==> src/rtl/fproc_arbiter_pkg.sv <==
// Shared types and defaults for the fproc arbiter: FSM encodings, default widths,
// and the timeout counter sizing helper.
package fproc_arbiter_pkg;

  typedef enum logic [1:0] {
    ST_IDLE    = 2'd0,
    ST_ISSUE   = 2'd1,
    ST_WAIT    = 2'd2,
    ST_RESPOND = 2'd3
  } fproc_state_t;

  localparam int DEF_ID_WIDTH   = 8;
  localparam int DEF_DATA_WIDTH = 32;

  // A disabled timeout (0 cycles) still needs a 1-bit counter that simply stays at 0.
  function automatic int cnt_width(input int cycles);
    return (cycles < 1) ? 1 : $clog2(cycles + 1);
  endfunction

endpackage

==> src/rtl/fproc_arbiter_rr_priority_sel.sv <==
// Combinational round-robin picker: first set bit of pending at or after rr_ptr,
// wrapping modulo N.
module rr_priority_sel
  import fproc_arbiter_pkg::*;
#(
  parameter int N     = 4,
  parameter int IDX_W = 2
) (
  input  logic [N-1:0]     pending,
  input  logic [IDX_W-1:0] rr_ptr,
  output logic [IDX_W-1:0] grant,
  output logic             any_valid
);

  always_comb begin
    int idx;
    grant     = '0;
    any_valid = 1'b0;
    idx       = 0;
    for (int off = 0; off < N; off++) begin
      idx = int'(rr_ptr) + off;
      if (idx >= N) idx = idx - N;
      if (!any_valid && pending[idx]) begin
        any_valid = 1'b1;
        grant     = IDX_W'(idx);
      end
    end
  end

endmodule

==> src/rtl/fproc_arbiter.sv <==
// Shares one fproc among N_CORES cores: latches per-core requests, grants round-robin,
// runs one fproc transaction at a time and routes the (or a forced zero) result back.
module fproc_arbiter
  import fproc_arbiter_pkg::*;
#(
  parameter int N_CORES        = 4,
  parameter int ID_WIDTH       = DEF_ID_WIDTH,
  parameter int DATA_WIDTH     = DEF_DATA_WIDTH,
  parameter int TIMEOUT_CYCLES = 1024
) (
  input  logic                        clk,
  input  logic                        reset,
  input  logic [N_CORES-1:0]          core_req,
  input  logic [N_CORES*ID_WIDTH-1:0] core_id,
  output logic [N_CORES-1:0]          core_ready,
  output logic [DATA_WIDTH-1:0]       core_data,
  output logic                        fproc_enable,
  output logic [ID_WIDTH-1:0]         fproc_id,
  input  logic                        fproc_ready,
  input  logic [DATA_WIDTH-1:0]       fproc_data,
  output logic                        busy,
  output logic                        timeout_err
);

  localparam int IDX_W = (N_CORES > 1) ? $clog2(N_CORES) : 1;
  localparam int CNT_W = cnt_width(TIMEOUT_CYCLES);
  localparam bit TIMEOUT_EN = (TIMEOUT_CYCLES != 0);
  localparam logic [CNT_W-1:0] CNT_LAST = TIMEOUT_EN ? CNT_W'(TIMEOUT_CYCLES - 1) : '0;
  localparam logic [IDX_W-1:0] IDX_LAST = IDX_W'(N_CORES - 1);

  fproc_state_t            state_q;
  logic [N_CORES-1:0]      pending_q;
  logic [ID_WIDTH-1:0]     ids_q [N_CORES];
  logic [IDX_W-1:0]        rr_ptr_q;
  logic [IDX_W-1:0]        rr_ptr_d;
  logic [IDX_W-1:0]        winner_q;
  logic [CNT_W-1:0]        cnt_q;
  logic [N_CORES-1:0]      core_ready_q;
  logic [DATA_WIDTH-1:0]   core_data_q;
  logic                    fproc_enable_q;
  logic [ID_WIDTH-1:0]     fproc_id_q;
  logic                    timeout_err_q;

  logic [IDX_W-1:0]        grant_idx;
  logic                    grant_vld;

  rr_priority_sel #(
    .N     (N_CORES),
    .IDX_W (IDX_W)
  ) u_sel (
    .pending   (pending_q),
    .rr_ptr    (rr_ptr_q),
    .grant     (grant_idx),
    .any_valid (grant_vld)
  );

  assign rr_ptr_d = (winner_q == IDX_LAST) ? '0 : winner_q + 1'b1;

  always_ff @(posedge clk or posedge reset) begin
    if (reset) begin
      state_q        <= ST_IDLE;
      pending_q      <= '0;
      for (int i = 0; i < N_CORES; i++) ids_q[i] <= '0;
      rr_ptr_q       <= '0;
      winner_q       <= '0;
      cnt_q          <= '0;
      core_ready_q   <= '0;
      core_data_q    <= '0;
      fproc_enable_q <= 1'b0;
      fproc_id_q     <= '0;
      timeout_err_q  <= 1'b0;
    end else begin
      fproc_enable_q <= 1'b0;
      core_ready_q   <= '0;

      // A repeat pulse from a core already waiting keeps its original id.
      for (int i = 0; i < N_CORES; i++) begin
        if (core_req[i] && !pending_q[i]) begin
          pending_q[i] <= 1'b1;
          ids_q[i]     <= core_id[i*ID_WIDTH +: ID_WIDTH];
        end
      end

      case (state_q)
        ST_IDLE: begin
          if (grant_vld) begin
            winner_q       <= grant_idx;
            fproc_enable_q <= 1'b1;
            fproc_id_q     <= ids_q[grant_idx];
            state_q        <= ST_ISSUE;
          end
        end
        ST_ISSUE: begin
          cnt_q   <= '0;
          state_q <= ST_WAIT;
        end
        ST_WAIT: begin
          if (fproc_ready) begin
            core_data_q  <= fproc_data;
            core_ready_q <= N_CORES'(1) << winner_q;
            state_q      <= ST_RESPOND;
          end else if (TIMEOUT_EN && (cnt_q == CNT_LAST)) begin
            core_data_q   <= '0;
            timeout_err_q <= 1'b1;
            core_ready_q  <= N_CORES'(1) << winner_q;
            state_q       <= ST_RESPOND;
          end else if (TIMEOUT_EN) begin
            cnt_q <= cnt_q + 1'b1;
          end
        end
        ST_RESPOND: begin
          pending_q[winner_q] <= 1'b0;
          rr_ptr_q            <= rr_ptr_d;
          state_q             <= ST_IDLE;
        end
        default: state_q <= ST_IDLE;
      endcase
    end
  end

  assign core_ready   = core_ready_q;
  assign core_data    = core_data_q;
  assign fproc_enable = fproc_enable_q;
  assign fproc_id     = fproc_id_q;
  assign timeout_err  = timeout_err_q;
  assign busy         = (state_q != ST_IDLE) || (|pending_q);

endmodule
==> config.mk <==
export PLATFORM = sky130hd
export DESIGN_NAME = fproc_arbiter
export DESIGN_NICKNAME = d
export VERILOG_FILES = /design/src/rtl/fproc_arbiter_pkg.sv /design/src/rtl/fproc_arbiter_rr_priority_sel.sv /design/src/rtl/fproc_arbiter.sv
export SDC_FILE = /design/constraint.sdc
export NUM_CORES = 1
export LEC_CHECK = 0
export ABC_AREA = 1
export CAP_MARGIN = 20
export CORE_MARGIN = 4
export CORE_UTILIZATION = 44
export DETAILED_ROUTE_END_ITERATION = 7
export HOLD_SLACK_MARGIN = 0.03
export PLACE_DENSITY_LB_ADDON = 0.2
export SKIP_LAST_GASP = 1
export SLEW_MARGIN = 15
export SYNTH_ARGS = -nofsm -noshare
export SYNTH_HDL_FRONTEND = slang
export SYNTH_HIERARCHICAL = 1
export SYNTH_SLANG_ARGS = --single-unit
==> constraint.sdc <==
create_clock -name clk -period 2.86 [get_ports clk]
set_clock_uncertainty 0.1 [all_clocks]
set_input_delay 0.286 -clock clk [delete_from_list [all_inputs] [get_ports clk]]
set_output_delay 0.286 -clock clk [all_outputs]
set_load 0.1 [all_outputs]
Word-level counts from Yosys, hierarchy flattened. Cells that the tools add are included.

Word-level logic and storage cells: 123. Input port bits: 71. Register bits: 99.

Bitwise operators: 4. Mux-type cells: 49. Order comparisons: 11. Reduce and logical (&&, ||, !) cells: 26. $add $sub $neg: 9. Equality and inequality tests: 9. Shifts and indexed selects: 1.

Operator list (count): $mux W32 (6); $lt A32 B4 Y1 const B (4); $ge A32 B4 Y1 const B (3); $sub A32 B4 Y32 const B (3); $mux W11 (2); $pmux W11 S2 (1); $mux W1 (19); $bmux W8 S2 (1); $mux W2 (8); $mux W4 (4); $mux W8 (2); $add A11 B1 Y11 const B (1); $eq A11 B10 Y1 const B (1); $bmux W1 S2 (4); $logic_and A1 B1 Y1 (8); $pmux W2 S4 (1); $logic_not A1 Y1 (7); $add A2 B2 Y3 const B (2); $eq A2 B2 Y1 const B (3); $ne A2 B2 Y1 const B (3); $reduce_and A2 Y1 (3); $reduce_and A3 Y1 (2); $reduce_bool A2 Y1 (3); $and A4 B4 Y4 (1); other kinds (17) (17).

Logic depth before layout (Yosys ltp). Gate-level depths: netlist of the first run.

Depth in word-level cells: 19. Gate-level depth with buffers: 14.

Modules after synthesis. Netlist of the first run, hierarchy kept.

Modules (own cells, without submodules): fproc_arbiter (area an instance 4345.4 um^2, sequential area each 2477.4 um^2, cells an instance 474, times used 1); rr_priority_sel (area an instance 319.1 um^2, sequential area each 0.0 um^2, cells an instance 59, times used 1).

Worst setup path before layout of the first run. Ideal clock, no wire load.

Path type: register to register. From: register rr_ptr_q[0]. To: register fproc_id_q[7], in the netlist fproc_id[7]. Data arrival time: 1.723 ns. Path slack: 0.903 ns. Cell stages (with the launch flop): 15. Data required time: 2.625 ns. Setup time: 0.135 ns. Buffers on the path: 2. Path through: dfrtp_1 > buf_6 > nand2_1 > nand2_4 > nand2_2 > nand2_2 > nor2_4 > nand3_2 > nand2_1 > nand2_1 > inv_1 > clkbuf_1 > inv_1 > o211ai_1 > o211ai_1.

Cells in the longest elaborated chain, start to end: 19. Elaborated cells on any way between the ends: 46. Classes of those cells: add/sub (7); order compare (4); mux (27); bitwise (1); reduce/logical (7).

RTL lines: start: declaration (line fproc_arbiter.sv:34) `logic [IDX_W-1:0] rr_ptr_q;`; start signal: assignment (line fproc_arbiter.sv:113) `rr_ptr_q <= rr_ptr_d;`; parallel branches: the longest is 14 deep, another holds $sub A32 B4 Y32; $mux W2 (*) (line fproc_arbiter_rr_priority_sel.sv:23) `if (!any_valid && pending[idx]) begin`; named net grant_idx[0] (line fproc_arbiter.sv:44) `logic [IDX_W-1:0] grant_idx;`; $not A2 Y3 (implied by the code) (*) (line fproc_arbiter.sv:89) `fproc_id_q <= ids_q[grant_idx];`; $bmux W8 S2 (*) (line fproc_arbiter.sv:89); $mux W8 (implied by the code) (*) (2 in series) (line fproc_arbiter.sv:89); end signal: assignment (line fproc_arbiter.sv:89); end: declaration (line fproc_arbiter.sv:41) `logic [ID_WIDTH-1:0] fproc_id_q;`.

Mark *: on every way through the listed nets, which the timed path passes. The select of a mux whose other input is x is not followed. A chain may end at the register's enable or synchronous reset.

Worst setup path in the final report of the first run. Ends and elaborated chain as after synthesis.

==> flow_summary.yaml, run 1 <==
worst_setup_path:
  crit_chain: "inv_2, nand2_1, nand3_2, nand2_4, nor2_1, nor2_2, nand2_1, nand2_1, clkinvlp_4, or2_2, o211ai_1, o211ai_1"
  reg2reg_slack_ns: 0.24
  r2r_cells: 12
  critPathCaptureType: "flop"
  critPathLaunch: "rr_ptr_q[0]$_DFFE_PP0N_"
  cp.buffers_inverters: 2
  max_stage_delay_ns: 0.62
  worstReg2RegEnd: "fproc_id[7]$_DFFE_PP0P_"
  crit_type: "reg -> reg"
  crit_family: "simple AND/OR/NAND/NOR gates"
  reg2reg_from: "rr_ptr_q[0]$_DFFE_PP0N_"
  cp_common_cell: "nand2_1"
  cp_max_fo: 16
  cp_slowest_cell: "dfrtp_1"
  crit_required_ns: 3.01
  crit_path_start_kind: "flop"
  worstPathArrival_ns: 2.76
place:
  place.detailed.hpwl_mm: 8.13
  place.gp.congestion: 0.822
  io_buffers: 117
  placed_cell_area_um2: 5830
  dp.cells: 771
detailed_routing:
  dr_wl_met2_mm: 5.17
  wl_met1_mm: 4.82
  met3_length_um: 745
  drc: 0
  vias: 3747
  wl_per_cell_um: 13.8
  drtIter0Drc: 331
  maxUsedRoutingLayer: "met4"
  first_pass_iters: 4
  wl_mm: 10.8
  drtAntennaViolNets: 0
  routed_via_density: 4.76
clock_tree:
  numCtsBuffers: 9
  cts_setup_buffers: 0
  clockRootBuffer: "clkbuf_8"
  cts.clk_slew.worst_paths_ns: 0.09
  cts.path.max_buffers: 2
  htree_levels: 3
  cts_tree: "done"
  cts.sinks: 99
  clk_latency_ns: 0.37
cells_and_area:
  final_common_cell: "nand2_1"
  final_core_utilization_pct: 58.3
  syn2layout_area_growth_pct: 29.0
  postLayoutCellArea_um2: 6020
  drive_gt1_share_pct: 18.4
  antennaDiodeCount: 0
  instances_no_fill: 788
  final_cell_mix: "177 x nand2_1, 99 x dfrtp_1, 70 x clkdlybuf4s50_1"
  nNetsFinal: 728
sta:
  rsz0062_at_grt: "true"
  hold_violations: 0
  min_period_ns: 2.62
  finalCritPeriodShare_pct: 91.5
  fin_setup_tns_ns: 0
  drv_slew: 0
  worst_pin_slew_ns: 0.645
  slew-limit-headroom_pct: 56.9
  maxClockFrequency_ghz: 0.382
  setup_viol: 0
logic_synthesis:
  yosysUniqueCellTypes: 30
  yosys.area.top_type: "dfrtp_1"
  synthArstFlopShare_pct: 100
  synth-seq-area-share_pct: 53.1
  synth_flop_cell: "dfrtp_1"
  yosys_warnings: 6
  yosys-top-cells-area: "dfrtp_1 53%, nand2_1 14%, mux2_2 4.1%, inv_1 4.0%, nor2_1 2.9%"
  syn_area_um2: 4660
  syn_avg_cell_area_um2: 8.75
  ys_seq_elements: 99
  syn-num-nets: 614
  syn-instance-count: 533
  synth_top_area_share_pct: 53.1
  synth_edf_count: 0
global_routing:
  grt_pass1_wl_mm: 18.3
  grt_pass1_vias: 3750
  grt_max_degree: 50
  grt_usage_pct: 18.2
  antenna_found_initial: 0
  overflow: 0
flow_run:
  maxCapViolations: 0
die:
  coreArea_um2: 10300
  die_h_um: 111
  start_util_pct: 45.2
  dieArea_um2: 12300
  ios: 118
  die_x_um: 111
  row_count: 37
min_path:
  hp-class: "in -> async"
run_status:
  outcome: "finished, final reports clean"
worst reg2reg max path: stages (launching register included):
cell and delay (ns):
dfrtp_1 0.62, inv_2 0.17, nand2_1 0.14, nand3_2 0.11, nand2_4 0.11, nor2_1 0.06, nor2_2 0.07, nand2_1 0.06
nand2_1 0.18, clkinvlp_4 0.31, or2_2 0.37, o211ai_1 0.10, o211ai_1 0.12
synthesized netlist by cell type (2+ instances only):
cell type / number
nor2_2: 7
nand4_1: 2
nand2_1: 177
inv_1: 50
nand3_2: 4
or2_2: 2
buf_4: 2
buf_6: 5
clkbuf_1: 10
xor2_1: 2
ha_1: 10
a21oi_1: 25
a31oi_1: 4
o21ai_0: 15
dfrtp_1: 99
nor2_1: 36
nand2_2: 13
nand3_1: 22
nand3b_1: 3
mux2_2: 17
inv_2: 4
o211ai_1: 12
nand2_4: 4
o21bai_1: 2
sequential cells by signal, summed over array words and instances, names as in the netlist, 2 cells and up:
signal and cells:
fproc_id 8, core_data 32, rr_ptr_q 2, state_q 2
pending_q 4, core_ready 4, winner_q 2, ids_q 32
cnt_q 11
how the worst max path moves through the flow:
stage | end | slack, ns | depth (start not counted)
after floorplan | fproc_id[7]$_DFFE_PP0P_ | 0.90 | 14
after global placement | fproc_id[7]$_DFFE_PP0P_ | 0.37 | 13
after detailed placement | fproc_id[7]$_DFFE_PP0P_ | 0.21 | 13
after CTS | fproc_id[7]$_DFFE_PP0P_ | 0.18 | 13
after global routing | fproc_id[7]$_DFFE_PP0P_ | -0.01 | 12
final | fproc_id[7]$_DFFE_PP0P_ | 0.24 | 12
cells by family (layout without fill, tap and decap cells):
logic type | after synthesis | after routing | share of synthesized area (%)
adder cells (fa/ha/maj) | 10 | 10 | 2.68
AO/OA/AOI/OAI | 60 | 60 | 7.38
multiplexers | 17 | 17 | 4.10
flip-flops | 99 | 99 | 53.1
buffers and inverters | 72 | 191 | 6.79
XOR/XNOR | 3 | 3 | 0.563
AND/OR/NAND/NOR | 272 | 272 | 25.4
stage by stage:
| stage | hold slack [ns] | setup WS [ns] |
|---|---|---|
| floorplan | 0.303 | 0.903 |
| global placement | 0.358 | 0.369 |
| detailed placement | 0.361 | 0.206 |
| CTS | 0.148 | 0.185 |
| global route | 0.171 | -0.0145 |
| finish | 0.155 | 0.244 |
layout make-up:
| type | count | area [µm²] |
|---|---|---|
| multi-input combinational | 362 | 1870 |
| timing repair inverter | 1 | 7.51 |
| inverter | 54 | 210 |
| fill | 919 | 4310 |
| clock inverter | 4 | 33.8 |
| clock buffer | 12 | 145 |
| tap | 136 | 170 |
| timing repair buffer | 120 | 1100 |
| sequential | 99 | 2480 |
metal layers:
metal  track usage, %  up-vias
met5                0        -
met4             4.19        0
met3             6.50       11
met2             28.9       95
met1             23.8     1743
li1                 -     1898
timing repair:
item | in CTS | in global routing
endpoints found under the setup margin | 0 | 6
resized for setup | 0 | 2
hold buffers | 0 | 0
endpoints found under the hold margin | 0 | 0
Power of run 1 is not shown: default switching activity piles up to over one toggle a cycle in this logic, so the estimate is an artifact.
==> run 2, diff against run 1 <==
--- a/config.mk
+++ b/config.mk
@@ -10,9 +10,9 @@
 export CORE_MARGIN = 4
 export CORE_UTILIZATION = 44
 export DETAILED_ROUTE_END_ITERATION = 7
+export GPL_TIMING_DRIVEN = 0
 export HOLD_SLACK_MARGIN = 0.03
 export PLACE_DENSITY_LB_ADDON = 0.2
-export SKIP_LAST_GASP = 1
 export SLEW_MARGIN = 15
 export SYNTH_ARGS = -nofsm -noshare
 export SYNTH_HDL_FRONTEND = slang
==> run 2 against run 1 <==
  * Cell count grew 1.9%
  * Flip-flop and latch count is the same
  * Register-to-register slack gained 0.27 ns
  * Sequential share of layout area shrank 1.4 points
  * Critical path type is now reg -> out
  * Utilization grew 2.1 points
  * Clock-buffer cell count is the same
  * Non-clock buffer count grew 18
  * First-iteration DRC count shrank 60%
  * Die area is the same
  * Hold slack lost 0.032 ns
  * Worst setup slack gained 0.23 ns
==> flow_summary.yaml, run 2 (synthesized netlist as in run 1, its figures left out) <==
clock_tree:
  numCtsBuffers: 9
  cts.clk_slew.worst_paths_ns: 0.09
  cts.path.max_buffers: 2
  clk_latency_ns: 0.37
  cts_tree: "done"
  cts.sinks: 99
  clockRootBuffer: "clkbuf_8"
  cts_setup_buffers: 0
  cts_hold_buf: 0
  htree_levels: 3
sta:
  drv_slew: 0
  finalCritPeriodShare_pct: 83.3
  fin_setup_tns_ns: 0
  worst_pin_slew_ns: 1.01
  hold_violations: 0
  setup_viol: 0
  slew-limit-headroom_pct: 32.2
  rsz0062_at_grt: "false"
  maxClockFrequency_ghz: 0.420
  min_period_ns: 2.38
power_and_ir_drop:
  ir_drop_uv: 869
  power_frac_comb_pct: 61.2
  intPower_uw: 3640
  p_seq_share_pct: 28.9
  power.switching_uw: 4330
  power_uw: 7970
  clkPwrFrac_pct: 9.9
  power_leakage_uw: 0.00303
  p_sw_share_pct: 54.4
  power_density_nw_per_um2: 1280
detailed_routing:
  first_pass_iters: 4
  drtAntennaViolNets: 0
  routed_via_density: 4.75
  wl_mm: 10.9
  drtIter0Drc: 131
  drc: 0
  wl_per_cell_um: 13.6
  vias: 3818
global_routing:
  grt_util_met3_pct: 5.29
  overflow: 0
  grt_max_degree: 34
  grt_usage_pct: 18.8
  top_usage_layer: "met2"
  grt_pass1_wl_mm: 18.8
  global_route.usage.met1_pct: 24.3
  grt_pass1_vias: 3812
  antenna_found_initial: 0
  grt_use_met2_pct: 30.1
worst_setup_path:
  crit_type: "reg -> out"
  critPathCaptureType: "primary output"
  crit_chain: "inv_1, ha_1, nand3_1, dlymetal6s2s_1"
  crit_path_start_kind: "flop"
  max_stage_delay_ns: 0.76
  cp_max_fo: 4
  worstPathArrival_ns: 2.00
  cp_slowest_cell: "dlymetal6s2s_1"
  crit_required_ns: 2.47
min_path:
  hp-class: "in -> async"
cells_and_area:
  nNetsFinal: 745
  drive_gt1_share_pct: 11.5
  final_common_cell: "nand2_1"
  antennaDiodeCount: 0
  final_cell_mix: "177 x nand2_1, 116 x clkdlybuf4s50_1, 99 x dfrtp_1"
  nFillCells: 897
  register_area_um2: 2480
  syn2layout_area_growth_pct: 33.6
  multiInputGateArea_um2: 1870
flow_run:
  maxCapViolations: 0
die:
  start_util_pct: 45.2
  dieArea_um2: 12300
  ios: 118
  row_count: 37
  coreArea_um2: 10300
  die_h_um: 111
  die_x_um: 111
place:
  place.detailed.hpwl_mm: 8.49
  io_buffers: 117
  place.gp.congestion: 0.848
run_status:
  outcome: "finished, final reports clean"
run 2: changes by cell type in the layout (fill, tap and decap cells not counted), moves of 2 or more:
cell             change
clkbuf_1            +10
buf_6                +5
buf_4               -46
clkinvlp_4           -2
clkdlybuf4s50_1     +46
run 2: final timing paths:
check / from / to / slack [ns] / cells past startpoint
hold / removal: reset / cnt_q[3]$_DFFE_PP0P_ / 0.12 / 2
hold reg to reg: core_data[16]$_DFFE_PP0P_ / core_data[16]$_DFFE_PP0P_ / 0.38 / 2
setup / recovery: state_q[0]$_DFFE_PP0P_ / busy / 0.48 / 4
min in group clk: fproc_data[18] / core_data[18]$_DFFE_PP0P_ / 0.35 / 3
max in group asynchronous: reset / core_data[8]$_DFFE_PP0P_ / 1.85 / 4
setup reg to reg: rr_ptr_q[0]$_DFFE_PP0N_ / fproc_id[7]$_DFFE_PP0P_ / 0.51 / 14
run 2: critical path: cells and delay by family, from the launching register on:
kind	cells	cell delay (ns)
buffers and inverters	2	0.86
and+or+nand+nor	1	0.13
DFF	1	0.41
adders and majority gates	1	0.24
run 2: what timing repair did:
action | CTS | global route
gates resized for setup | 0 | 1
endpoints found under the hold margin | 0 | 0
setup endpoints to repair | 0 | 1
run 2: area by class of cell:
cell class / instances / share of cell area [%]
Sequential cell: 99 / 39.8
Multi-Input combinational cell: 362 / 30.0
Timing Repair Buffer: 120 / 19.8
Inverter: 54 / 3.31
Tap cell: 136 / 2.73
Clock buffer: 12 / 2.33
Buffer: 18 / 1.83
Clock inverter: 2 / 0.221
run 2: power by group through the flow:
stage                     Combinational [µW]  Clock [µW]  Sequential, µW
after global routing                    5250         883            2380
after CTS                               4920         820            2300
after floorplan                         1730           0            4270
final                                   4880         786            2300
after global placement                  4820           0            2300
after detailed placement                4910           0            2320
run 2: stage by stage:
stage / instance area, µm² / utilization (%) / setup slack, ns / hold slack [ns] / std cells
after floorplan: 4670 / - / 0.903 / 0.303 / 533
after global placement: 6010 / 58.2 / 0.281 / 0.354 / 786
after detailed placement: 6070 / 58.8 / 0.473 / 0.357 / 789
after CTS: 6230 / 60.3 / 0.0689 / 0.114 / 803
after global routing: 6230 / 60.4 / 0.327 / 0.143 / 803
final: 6230 / 60.4 / 0.478 / 0.123 / 803
run 2: metal layers:
| metal | share of wire, % | wire length [µm] |
|---|---|---|
| met4 | 1.6 | 173 |
| met5 | 0 | 0 |
| met1 | 45 | 4870 |
| met3 | 6.3 | 683 |
| met2 | 47 | 5180 |
No activity file was read; power rests on OpenSTA's default activity.
==> run 3, diff against run 2 <==
==> constraint.sdc (replaced) <==
create_clock -name clk -period 2 [get_ports clk]
set_clock_uncertainty 0.1 [all_clocks]
set_input_delay 0.2 -clock clk [delete_from_list [all_inputs] [get_ports clk]]
set_output_delay 0.2 -clock clk [all_outputs]
set_load 0.1 [all_outputs]
==> run 3 against run 2 <==
  * The flow now finishes with violations (negative setup slack)
  * First-iteration DRC count fell by 16%
  * Global-route usage rose by 0.22 points
  * Sequential share of layout area fell by 1.3 points
  * Critical endpoint is now fproc_id[7]$_DFFE_PP0P_
  * Largest cell class unchanged
==> flow_summary.yaml, run 3 (synthesized netlist as in run 1, its figures left out) <==
sta:
  fin_hold_ws_ns: 0.265
  rsz0062_at_grt: "true"
  postLayoutSetupSlackWorst_ns: -0.148
  maxClockFrequency_ghz: 0.466
  drv_slew: 0
  slew-limit-headroom_pct: 33.5
  min_period_ns: 2.15
  worst_pin_slew_ns: 1.00
  hold_violations: 0
  finalCritPeriodShare_pct: 107
  setup_viol: 8
detailed_routing:
  first_pass_iters: 4
  drc: 0
  routed_via_density: 4.81
  vias: 3928
  drtAntennaViolNets: 0
  wl_mm: 11.5
  wl_per_cell_um: 14.0
  drtIter0Drc: 110
cells_and_area:
  instances_no_fill: 817
  register_area_um2: 2480
  multiInputGateArea_um2: 1960
  final_common_cell: "nand2_1"
  drive_gt1_share_pct: 17.0
  antennaDiodeCount: 0
  nFillCells: 902
  final_cell_mix: "168 x nand2_1, 97 x dfrtp_1, 70 x clkdlybuf4s50_1"
  syn2layout_area_growth_pct: 38.3
  final_core_utilization_pct: 62.5
  nNetsFinal: 759
clock_tree:
  cts_tree: "done"
  cts.path.max_buffers: 2
  clockRootBuffer: "clkbuf_8"
  cts.sinks: 99
  numCtsBuffers: 9
  htree_levels: 3
  cts.clk_slew.worst_paths_ns: 0.09
  clk_latency_ns: 0.36
die:
  ios: 118
  dieArea_um2: 12300
  coreArea_um2: 10300
  row_count: 37
  die_h_um: 111
  start_util_pct: 45.2
  die_x_um: 111
worst_setup_path:
  cp_slowest_cell: "dfrtp_2"
  crit_path_start_kind: "flop"
  r2r_cells: 12
  crit_chain: "buf_6, nand2_1, nand2_2, nand2_2, nand2_2, a21oi_1, nand2_1, nand2_2, clkinv_4, or2_2, o211ai_1, o211ai_1"
  reg2reg_slack_ns: -0.15
  critPathCaptureType: "flop"
  crit_family: "simple AND/OR/NAND/NOR gates"
  reg2reg_from: "rr_ptr_q[0]$_DFFE_PP0N_"
  crit_required_ns: 2.13
  worstPathArrival_ns: 2.28
  crit_type: "reg -> reg"
  worstReg2RegEnd: "fproc_id[7]$_DFFE_PP0P_"
  critPathLaunch: "rr_ptr_q[0]$_DFFE_PP0N_"
  max_stage_delay_ns: 0.46
  cp_max_fo: 7
  cp.buffers_inverters: 2
  cp_common_cell: "nand2_2"
place:
  place.gp.congestion: 0.848
  dp.cells: 789
  place.detailed.hpwl_mm: 8.49
  io_buffers: 117
global_routing:
  grt_pass1_wl_mm: 19.1
  grt_max_degree: 34
  grt_pass1_vias: 3878
  grt_usage_pct: 19.0
  overflow: 0
  antenna_found_initial: 0
run_status:
  outcome: "finished, violations left"
  violations: "negative setup slack"
min_path:
  hp-class: "in -> reg"
  hold_start: "fproc_data[18]"
  holdPathStages: 3
  hold_end: "core_data[18]$_DFFE_PP0P_"
flow_run:
  maxCapViolations: 0
[run 3: cell types whose count changed in the layout (fill, tap and decap cells not counted), moves of 4 or more]
cell and change:
o21ai_0 -4, dlygate4sd2_1 +46, o21ai_1 +4, nand2_1 -9, buf_4 +11, clkdlybuf4s50_1 -46, clkbuf_1 -4, nand2_2 +7
[run 3: timing repair]
| action | in CTS | in global routing |
|---|---|---|
| pin swaps | 5 | 16 |
| endpoints found under the setup margin | 57 | 11 |
| gates cloned | 2 | 2 |
| gates resized for setup | 80 | 26 |
| endpoints found under the hold margin | 6 | 0 |
| setup buffers | 2 | 8 |
| hold buffers | 1 | 0 |
[run 3: worst min-delay path, cell delays in order]
cell and delay [ns]:
clkdlybuf4s50_1 0.39, nand2_1 0.06, nand2_1 0.05
[run 3: worst max path at each step]
| stage | endpoint | slack (ns) | cells past startpoint |
|---|---|---|---|
| finish | fproc_id[7]$_DFFE_PP0P_ | -0.15 | 12 |
| global route | fproc_id[7]$_DFFE_PP0P_ | -0.22 | 13 |
| CTS | fproc_id[7]$_DFFE_PP0P_ | -0.05 | 14 |
| detailed placement | fproc_id[7]$_DFFE_PP0P_ | -0.30 | 14 |
| global placement | ids_q[16]$_DFFE_PP0P_ | -0.49 | 2 |
| floorplan | fproc_id[7]$_DFFE_PP0P_ | 0.04 | 14 |
[run 3: per-layer routing]
layer	part of all wire, %	up-vias	global-route usage (%)
li1	-	1963	-
met1	45	1863	24.7
met2	47	87	30.6
met3	5.9	15	5.08
met4	1.6	0	7.06
met5	0	-	0
[run 3: final cells by class]
class / instances / share of cell area [%]
Buffer: 17 / 2.27
Clock buffer: 12 / 2.25
Clock inverter: 2 / 0.213
Inverter: 54 / 3.39
Multi-Input combinational cell: 363 / 30.4
Sequential cell: 99 / 38.4
Tap cell: 136 / 2.64
Timing Repair Buffer: 134 / 20.4
[run 3: per-stage QoR]
stage	area (µm²)	TNS, ns	setup slack (ns)
global placement	6010	-50.16	-0.493
global route	6450	-1.53	-0.220
floorplan	4670	0	0.0425
CTS	6280	-0.0548	-0.0463
finish	6450	-0.707	-0.148
detailed placement	6070	-2.41	-0.301
Power of run 3 is left out for the same reason.
